==> src/rtl/alu_pkg.sv <==
// Shared ALU encodings and FSM state type for the multi-cycle ALU.
// The ALU decoder uses the same encodings.
package alu_pkg;

  localparam int SHAMT_W = 5;

  typedef enum logic [3:0] {
    ALU_ADD  = 4'd0,
    ALU_SUB  = 4'd1,
    ALU_AND  = 4'd2,
    ALU_OR   = 4'd3,
    ALU_XOR  = 4'd4,
    ALU_SLT  = 4'd5,
    ALU_SLTU = 4'd6,
    ALU_SLL  = 4'd7,
    ALU_SRL  = 4'd8,
    ALU_SRA  = 4'd9,
    ALU_BNE  = 4'd10,
    ALU_BLT  = 4'd11,
    ALU_BGE  = 4'd12
  } alu_op_e;

  typedef enum logic [1:0] {
    IDLE  = 2'd0,
    SHIFT = 2'd1,
    DONE  = 2'd2
  } alu_state_e;

  function automatic logic is_shift(input logic [3:0] op);
    return (op == ALU_SLL) || (op == ALU_SRL) || (op == ALU_SRA);
  endfunction

endpackage

==> src/rtl/alu_core.sv <==
// Single-cycle arithmetic, logic, compare and branch evaluation.
// Shift codes pass operand A through; the iterative shifter lives in alu_mc.
module alu_core
  import alu_pkg::*;
#(
  parameter int XLEN = 32
) (
  input  logic [3:0]      op,
  input  logic [XLEN-1:0] a,
  input  logic [XLEN-1:0] b,
  output logic [XLEN-1:0] result,
  output logic            branch_taken,
  output logic            illegal
);

  logic [XLEN-1:0] diff;
  logic            lt_s;
  logic            lt_u;

  assign diff = a - b;
  assign lt_s = $signed(a) < $signed(b);
  assign lt_u = a < b;

  always_comb begin
    result       = '0;
    branch_taken = 1'b0;
    illegal      = 1'b0;
    case (op)
      ALU_ADD:  result = a + b;
      ALU_SUB: begin
        result       = diff;
        branch_taken = (a == b);
      end
      ALU_AND:  result = a & b;
      ALU_OR:   result = a | b;
      ALU_XOR:  result = a ^ b;
      ALU_SLT:  result = {{(XLEN-1){1'b0}}, lt_s};
      ALU_SLTU: result = {{(XLEN-1){1'b0}}, lt_u};
      ALU_SLL, ALU_SRL, ALU_SRA: result = a;
      ALU_BNE: begin
        result       = diff;
        branch_taken = (a != b);
      end
      ALU_BLT: begin
        result       = diff;
        branch_taken = lt_s;
      end
      ALU_BGE: begin
        result       = diff;
        branch_taken = !lt_s;
      end
      default:  illegal = 1'b1;
    endcase
  end

endmodule

==> src/rtl/alu_mc.sv <==
// Multi-cycle ALU: valid/ready handshake, one-bit-per-cycle shifter, and
// registered outputs held until the consumer accepts them.
module alu_mc
  import alu_pkg::*;
#(
  parameter int XLEN = 32
) (
  input  logic            clk,
  input  logic            rst_n,
  input  logic            in_valid,
  output logic            in_ready,
  input  logic [3:0]      ALUControl,
  input  logic [XLEN-1:0] src_a,
  input  logic [XLEN-1:0] src_b,
  output logic            out_valid,
  input  logic            out_ready,
  output logic [XLEN-1:0] result,
  output logic            zero,
  output logic            branch_taken,
  output logic            illegal
);

  alu_state_e       state, state_nxt;
  logic [SHAMT_W-1:0] cnt;
  logic [3:0]       op_q;
  logic [XLEN-1:0]  result_q;
  logic             zero_q, br_q, ill_q;

  logic [XLEN-1:0]  core_result;
  logic             core_br, core_ill;
  logic [XLEN-1:0]  sh_nxt;
  logic             accept, start_shift;

  alu_core #(.XLEN(XLEN)) u_core (
    .op           (ALUControl),
    .a            (src_a),
    .b            (src_b),
    .result       (core_result),
    .branch_taken (core_br),
    .illegal      (core_ill)
  );

  assign accept      = in_valid && in_ready;
  assign start_shift = is_shift(ALUControl) && (src_b[SHAMT_W-1:0] != '0);

  always_comb begin
    case (op_q)
      ALU_SLL: sh_nxt = {result_q[XLEN-2:0], 1'b0};
      ALU_SRA: sh_nxt = {result_q[XLEN-1], result_q[XLEN-1:1]};
      default: sh_nxt = {1'b0, result_q[XLEN-1:1]};
    endcase
  end

  always_ff @(posedge clk or negedge rst_n) begin
    if (!rst_n) state <= IDLE;
    else        state <= state_nxt;
  end

  always_comb begin
    state_nxt = state;
    in_ready  = 1'b0;
    out_valid = 1'b0;
    case (state)
      IDLE: begin
        in_ready = 1'b1;
        if (in_valid) state_nxt = start_shift ? SHIFT : DONE;
      end
      SHIFT: if (cnt == SHAMT_W'(1)) state_nxt = DONE;
      DONE: begin
        out_valid = 1'b1;
        if (out_ready) state_nxt = IDLE;
      end
      default: state_nxt = IDLE;
    endcase
  end

  // The shift value is staged in result_q; out_valid gates its visibility.
  always_ff @(posedge clk or negedge rst_n) begin
    if (!rst_n) begin
      cnt      <= '0;
      op_q     <= '0;
      result_q <= '0;
      zero_q   <= 1'b0;
      br_q     <= 1'b0;
      ill_q    <= 1'b0;
    end else begin
      case (state)
        IDLE: if (accept) begin
          op_q <= ALUControl;
          if (start_shift) begin
            cnt      <= src_b[SHAMT_W-1:0];
            result_q <= src_a;
            zero_q   <= 1'b0;
            br_q     <= 1'b0;
            ill_q    <= 1'b0;
          end else begin
            cnt      <= '0;
            result_q <= core_result;
            zero_q   <= (core_result == '0);
            br_q     <= core_br;
            ill_q    <= core_ill;
          end
        end
        SHIFT: begin
          cnt      <= cnt - SHAMT_W'(1);
          result_q <= sh_nxt;
          if (cnt == SHAMT_W'(1)) zero_q <= (sh_nxt == '0);
        end
        default: ;
      endcase
    end
  end

  assign result       = result_q;
  assign zero         = zero_q;
  assign branch_taken = br_q;
  assign illegal      = ill_q;

endmodule

==> config.mk <==
export PLATFORM = sky130hd
export DESIGN_NAME = alu_mc
export DESIGN_NICKNAME = d
export VERILOG_FILES = /design/src/rtl/alu_pkg.sv /design/src/rtl/alu_core.sv /design/src/rtl/alu_mc.sv
export SDC_FILE = /design/constraint.sdc
export NUM_CORES = 1
export LEC_CHECK = 0
export ABC_AREA = 1
export CAP_MARGIN = 25
export CORE_ASPECT_RATIO = 1.2
export CORE_MARGIN = 3
export CORE_UTILIZATION = 40
export DETAILED_ROUTE_END_ITERATION = 6
export PLACE_DENSITY = 0.6
export SLEW_MARGIN = 20
export SYNTH_ARGS = -nofsm -noshare
export SYNTH_HDL_FRONTEND = slang
export SYNTH_SLANG_ARGS = --single-unit
==> constraint.sdc <==
create_clock -name clk -period 2.06 [get_ports clk]
set_input_delay 0.412 -clock clk [delete_from_list [all_inputs] [get_ports clk]]
set_output_delay 0.412 -clock clk [all_outputs]
set_load 0.05 [all_outputs]
; Word level (Yosys, flattened, before mapping)
; Index checks and enable logic that the tools add are counted.
[word_totals]
reg_bits = 46
wordCells = 79
in_bits = 72
[op_classes]
bitwise = 3
addsub = 3
eq_ne = 23
mux = 23
n_lt_le_gt_ge = 2
n_reduce_logical = 18
[ops]
columns = cell, n
row1 = $pmux 32 s8, 1
row2 = $pmux 32 s2, 2
row3 = $logic_not 32->1, 2
row4 = $lt 32x32->1, 2
row5 = $mux 32, 2
row6 = $add 32x32->32, 1
row7 = $and 32x32->32, 1
row8 = $eq 32x32->1, 1
row9 = $ne 32x32->1, 1
row10 = $or 32x32->32, 1
row11 = $sub 32x32->32, 1
row12 = $xor 32x32->32, 1
row13 = $eq 4x4->1 const B, 6
row14 = $eq 4x3->1 const B, 5
row15 = $reduce_or 13->1, 1
row16 = $mux 5, 2
row17 = $pmux 5 s2, 1
row18 = $eq 4x2->1 const B, 2
row19 = $mux 1, 8
row20 = $mux 2, 4
row21 = $ne 2x2->1 const B, 4
row22 = $pmux 2 s3, 1
row23 = $reduce_and 3->1, 2
row24 = $eq 5x1->1 const B, 1
row25 = 16 further kinds, 19

; Logic depth before layout (Yosys ltp)
[logic_depth]
word_depth = 7
depth_mapped = 21
ltp_nobuf = 21

; Cells and area by module
; A second synthesis with hierarchy kept.
[unflattened]
cells_unflattened = 1796
area_unflattened_um2 = 9726.8
[modules_own_cells]
columns = module, cells_each, instances, area_per_inst_um2
row1 = alu_core, 1286, 1, 6444.9
row2 = alu_mc, 510, 1, 3281.9

; Least setup slack after synthesis
; Ideal clock, no wire load.
[synth_timing]
path_kind = input port to flip-flop
startpoint = input src_a[0]
endpoint = register zero_q (netlist: zero)
stages = 20
setup_time_ps = 73
t_arrival_ps = 2291
path_buffers = 0
setup_slack_ps = -304
t_required_ps = 1987
path_cell_list = ha_1 > inv_1 > fa_1 > inv_1 > nand3_1 > nand3_1 > nand2_1 > nand2_2 > nand2_1 > nand2_1 > nand2_1 > nand2_1 > nand2_1 > nand3_1 > nand3_1 > nor2_1 > nand2_1 > nor2_1 > nand2_1 > a21oi_2
[synth_via]
elab_chain_cells = 6
word_cells_on_any_way = 12
classes_between = add/sub: 2 / order compare: 2 / mux: 4 / bitwise: 3 / reduce/logical: 1
[synth_lines]
columns = item, line
row1 = from (decl), alu_mc.sv:13  ; input logic [XLEN-1:0] src_a,
row2 = "$sub 32x32->32, or another cell as far along", alu_core.sv:20  ; assign diff = a - b;
row3 = $pmux 32 s8 (*), alu_core.sv:28  ; case (op)
row4 = $logic_not 32->1 (*), alu_mc.sv:99  ; zero_q <= (core_result == '0);
row5 = $mux 1 (*), alu_mc.sv:90  ; if (start_shift) begin
row6 = $mux 1 (*), alu_mc.sv:88  ; IDLE: if (accept) begin
row7 = $pmux 1 s2 (*), alu_mc.sv:87  ; case (state)
row8 = to (signal assigned), alu_mc.sv:99
row9 = to (signal assigned), alu_mc.sv:107  ; if (cnt == SHAMT_W'(1)) zero_q <= (sh_nxt == '0);
row10 = to (decl), alu_mc.sv:27  ; logic zero_q, br_q, ill_q;
; Every way passes the cells marked *; elsewhere a longest branch is shown, timed or not. The select of a mux whose other input is x is not followed.
; A chain may end at the register's enable or synchronous reset.

; Worst setup path after layout
[layout_timing]
startpoint = input src_b[0]
endpoint = register zero_q (netlist: zero)
[layout_via]
elab_chain_cells = 6
word_cells_on_any_way = 14
classes_between = add/sub: 2 / order compare: 2 / mux: 4 / bitwise: 3 / reduce/logical: 3
[layout_lines]
columns = item, line
row1 = from (decl), alu_mc.sv:14  ; input logic [XLEN-1:0] src_b,
row2 = "$sub 32x32->32, or another cell as far along", alu_core.sv:20
row3 = $pmux 32 s8, alu_core.sv:28
row4 = $logic_not 32->1, alu_mc.sv:99
row5 = $mux 1 (*), alu_mc.sv:90
row6 = $mux 1 (*), alu_mc.sv:88
row7 = $pmux 1 s2 (*), alu_mc.sv:87
; Marks and branches as above.

==> results.md <==
STA:
- The minimum setup slack in the final design is -0.496 ns.
- The number of failing hold endpoints at the final stage was 0.
- The final setup violation count is 27.
- The worst clock skew on the final layout is 0.00410 ns.
- For the pin with the worst max-slew slack, the measured transition is 0.602 ns.
- In the finished design, the share of the clock period the worst path needs comes to 124%.
- The maximum achievable frequency is 391 MHz.
- For the finished layout, the period the worst path requires is 2.56 ns.
- The relative max-transition margin is 59.9%.
- Setup repair after global routing could not meet its margin everywhere.
- The final count of pins violating max slew is 0.

Worst setup path:
- The beginning of the critical path is src_b[0].
- The worst register-to-register path begins at op_q[3]$_DFFE_PN0P_.
- Data on the critical path is required at its endpoint by 2.29 ns.
- In this run the worst path has a maximum fanout of 3.
- The arrival time reported for the critical path endpoint is 2.78 ns.
- The type of destination of the critical path is a flip-flop.
- The launching element type of the critical path is a primary input.
- Setup slack on the worst reg-to-reg path comes out at 0.03 ns.
- The critical path is of the in -> reg type.

Synthesis:
- The area fraction of the dominant cell type after synthesis is 20.7%.
- After synthesis the netlist holds a flip-flop and latch count of 46.
- Sequential elements use 11.8% of the synthesized area.
- A synthesized cell averages 5.46 µm².
- The number of different library cells used by synthesis comes to 51.
- By area the synthesized netlist is led by sky130_fd_sc_hd__nand2_1, sky130_fd_sc_hd__ha_1, sky130_fd_sc_hd__inv_1, sky130_fd_sc_hd__dfrtp_1, sky130_fd_sc_hd__nand3_1.
- The number of nets in the synthesized netlist is 1959.
- Synthesis produced 1784 cells.
- The cell area after synthesis is 9740 µm².
- For this run, the number of Yosys warnings is 0.
- The largest total area in the synthesized netlist belongs to sky130_fd_sc_hd__nand2_1.

GRT:
- For this run the aggregate overflow at the end of global routing stands at 0.
- The number of antenna violations at the first check in global routing is 0.
- The via count of the first global-routing pass was 14078.
- For met3 alone, demand over resource in global routing was 3.43%.
- Entering global routing, the biggest net connects 47 pins.
- met2 is the most crowded layer.
- The first global-routing pass estimated 72.2 mm of wire.
- The met1 routing resource usage after global routing is 40.8%.
- Global routing consumed, over all layers together, 34.3% of the routing resources.
- The routing usage on met2 is 61.5%.

Routing:
- Once detail routing completed, the nets flagged for antenna violations numbered 0.
- For this run, design rule violations remaining after detail routing come to 0.
- Dividing the detail-routed wire length by the instance count gives 18.7 µm.
- The routed design has 50.2 mm of wire.
- The first-pass detailed-route iteration total is 6.
- Using the TritonRoute via totals, the vias-per-cell ratio works out to 5.43.
- The first-iteration detailed-routing DRC count is 1033.
- The detailed-route via count is 14554.

Flow run:
- The max-cap violation count is 0.

Clock network:
- The tree is rooted in a sky130_fd_sc_hd__clkbuf_16.
- Clock tree synthesis found a total of 46 sinks.
- The clock passes through at most 2 buffers.
- In this run the number of H-tree levels came out at 2.
- The number of buffers created by CTS is 5.
- The clock latency reported for the late side of the worst-skew pair is 0.29 ns.
- Clock-pin slew was measured on the worst setup and hold paths at 0.06 ns.
- TritonCTS built the clock tree.

Placement:
- Once detailed placement completed, the half-perimeter wirelength came to 36.5 mm.
- The placer's final routability congestion estimate is 1.01.
- The placement-stage cell area is 14200 µm².
- The count of port buffers added during placement is 108.

Final layout:
- The final non-filler cell area is 19100 µm².
- At the end of the flow, the number of nets in the layout was 2537.
- The core utilization of the finished layout is 81.0%.
- The area added between synthesis and finish is 96.1%.
- Cells with a size suffix above 1 make up 57.1% of the layout.
- The repair_antennas step left the layout with diodes totalling 0.

Die:
- After floorplanning, the core was sized to cover 23600 µm².
- From left edge to right edge, the die measures 148 µm.
- The initial core utilization is 41.3%.
- The die covers 26300 µm².
- The floorplan row count is 61.
- The die is 177 µm tall.
- 109 I/O pins were placed.

Worst hold path:
- The min-delay analysis places its worst path in the category in -> async.

Power:
- The net load switching power is 5.66 mW.
- The clock network power share is 8.3%.
- The net switching fraction of the power is 51.7%.
- The largest voltage drop on the vdd net is 0.000513 V.
- Combinational logic burns 76.7% of the power.
- Internal power comes to 5.30 mW.
- Summed over all cells, the static leakage comes to 9.64 nW.
- For this design the ratio of total power to cell area is 574 nW/µm².
- Sequential cells burn 14.9% of the power.

Run status:
- The run finished, with violations left.
- The checks that failed: negative setup slack.
## final timing paths
| check | to | depth (start not counted) |
|---|---|---|
| max | zero$_DFFE_PN0P_ | 20 |
| min | state[0]$_DFFE_PN0P_ | 2 |
| max reg2reg | zero$_DFFE_PN0P_ | 11 |
| min reg2reg | branch_taken$_DFFE_PN0P_ | 2 |
| max in group asynchronous | result[25]$_DFFE_PN0P_ | 2 |
| min in group clk | branch_taken$_DFFE_PN0P_ | 2 |
## layer usage
| metal | wire (µm) | up-vias |
|---|---|---|
| li1 | - | 6817 |
| met3 | 3640 | 245 |
| met2 | 24300 | 727 |
| met4 | 3460 | 0 |
| met1 | 18800 | 6765 |
| met5 | 0 | - |
## cells in the final DEF, fill, tap and decap left out, drive strengths merged, types with 2 or more instances in the layout
master	n
nand4	24
clkbuf	8
dfrtp	46
o22ai	19
mux2i	4
clkinv	3
fa	2
o2111ai	2
o211ai	2
o21bai	8
a211oi	22
nand3	172
nor3	21
a21oi	81
inv	323
o21ai	119
or2	6
a31oi	2
dlygate4sd2	7
and2	4
nand3b	2
ha	101
nand2	545
buf	579
clkdlybuf4s50	36
clkdlybuf4s15	9
nor2	198
nor4	5
## flip-flops by register name, summed over array words and instances (netlist names)
signal,cells
result,32
cnt,5
op_q,4
state,2
branch_taken,1
illegal,1
zero,1
## cells in the mapped netlist, drive strengths merged
| master | number |
|---|---|
| xnor2 | 1 |
| nand3b | 2 |
| a31oi | 2 |
| inv | 323 |
| o21a | 1 |
| a2bb2oi | 1 |
| a22oi | 1 |
| ha | 101 |
| a21boi | 1 |
| clkinv | 1 |
| nand4 | 24 |
| o2111ai | 2 |
| nor4 | 5 |
| dfrtp | 46 |
| o31ai | 1 |
| clkbuf | 19 |
| or2 | 6 |
| o211ai | 2 |
| xor2 | 1 |
| nor3 | 21 |
| and3 | 1 |
| a211oi | 22 |
| nor2 | 198 |
| a41oi | 1 |
| a32o | 1 |
| o22ai | 19 |
| mux2i | 4 |
| and2 | 4 |
| o21bai | 8 |
| buf | 44 |
| a21oi | 81 |
| o41ai | 1 |
| nor3b | 1 |
| o21ai | 119 |
| fa | 2 |
| nand2 | 545 |
| nand3 | 172 |
## area by class of cell
type / instances / area (µm²)
tap: 315 / 394
inverter: 324 / 1300
multi-input combinational: 1351 / 10400
sequential: 46 / 1150
timing repair buffer: 634 / 5670
clock buffer: 5 / 125
fill: 1591 / 4490
clock inverter: 3 / 40.0
## power by group through the flow
| stage | Combinational (mW) | Clock (mW) | Sequential [mW] |
|---|---|---|---|
| after global placement | 6.37 | 0 | 1.64 |
| after global routing | 8.94 | 0.958 | 1.69 |
| after CTS | 7.67 | 0.921 | 1.63 |
| after floorplan | 2.74 | 0 | 2.51 |
| final | 8.41 | 0.914 | 1.64 |
| after detailed placement | 6.42 | 0 | 1.65 |
## worst max-delay path, cell delays in order
cell and delay (ns):
sky130_fd_sc_hd__buf_8 0.08, sky130_fd_sc_hd__buf_6 0.09, sky130_fd_sc_hd__ha_4 0.12, sky130_fd_sc_hd__inv_2 0.03, sky130_fd_sc_hd__fa_2 0.36, sky130_fd_sc_hd__inv_4 0.09, sky130_fd_sc_hd__nand3_4 0.08, sky130_fd_sc_hd__nand3_4 0.08
sky130_fd_sc_hd__buf_6 0.14, sky130_fd_sc_hd__buf_4 0.11, sky130_fd_sc_hd__nand2_2 0.04, sky130_fd_sc_hd__nand3_2 0.08, sky130_fd_sc_hd__nand3_4 0.10, sky130_fd_sc_hd__nor2_4 0.15, sky130_fd_sc_hd__nand3_2 0.08, sky130_fd_sc_hd__nor2_2 0.12
sky130_fd_sc_hd__nand4_1 0.19, sky130_fd_sc_hd__nor2_1 0.23, sky130_fd_sc_hd__nand2_2 0.08, sky130_fd_sc_hd__a21oi_2 0.11
## per-stage QoR
| stage | worst slack (ns) | TNS [ns] | hold slack [ns] | std cells | power (mW) |
|---|---|---|---|---|---|
| after floorplan | -0.147 | -0.237 | 0.116 | 1784 | 5.26 |
| after global placement | -1.38 | -35.03 | 0.463 | 2554 | 8.00 |
| after detailed placement | -1.41 | -36.04 | 0.476 | 2554 | 8.07 |
| after CTS | -0.405 | -3.98 | 0.233 | 2648 | 10.2 |
| after global routing | -0.559 | -7.88 | 0.262 | 2678 | 11.6 |
| final | -0.496 | -5.16 | 0.206 | 2678 | 11.0 |
## repair_timing
action                     4_1_cts  5_1_grt
setup buffers                   91       45
pin swaps                      281      245
gates resized for setup       1060      341
hold buffers                     0        0
setup endpoints to repair       34       33
## logic make-up after synthesis
kind of cell             count (synthesis)  synth area share [%]
buffers and inverters                  387                  16.7
adder cells (fa/ha/maj)                103                  13.4
flip-flops                              46                  11.8
AO/OA/AOI/OAI                          263                  15.2
multiplexers                             4                 0.411
AND/OR/NAND/NOR                        979                  42.3
XOR/XNOR                                 2                 0.180
Note: power is estimated with default switching activity, not from simulation.
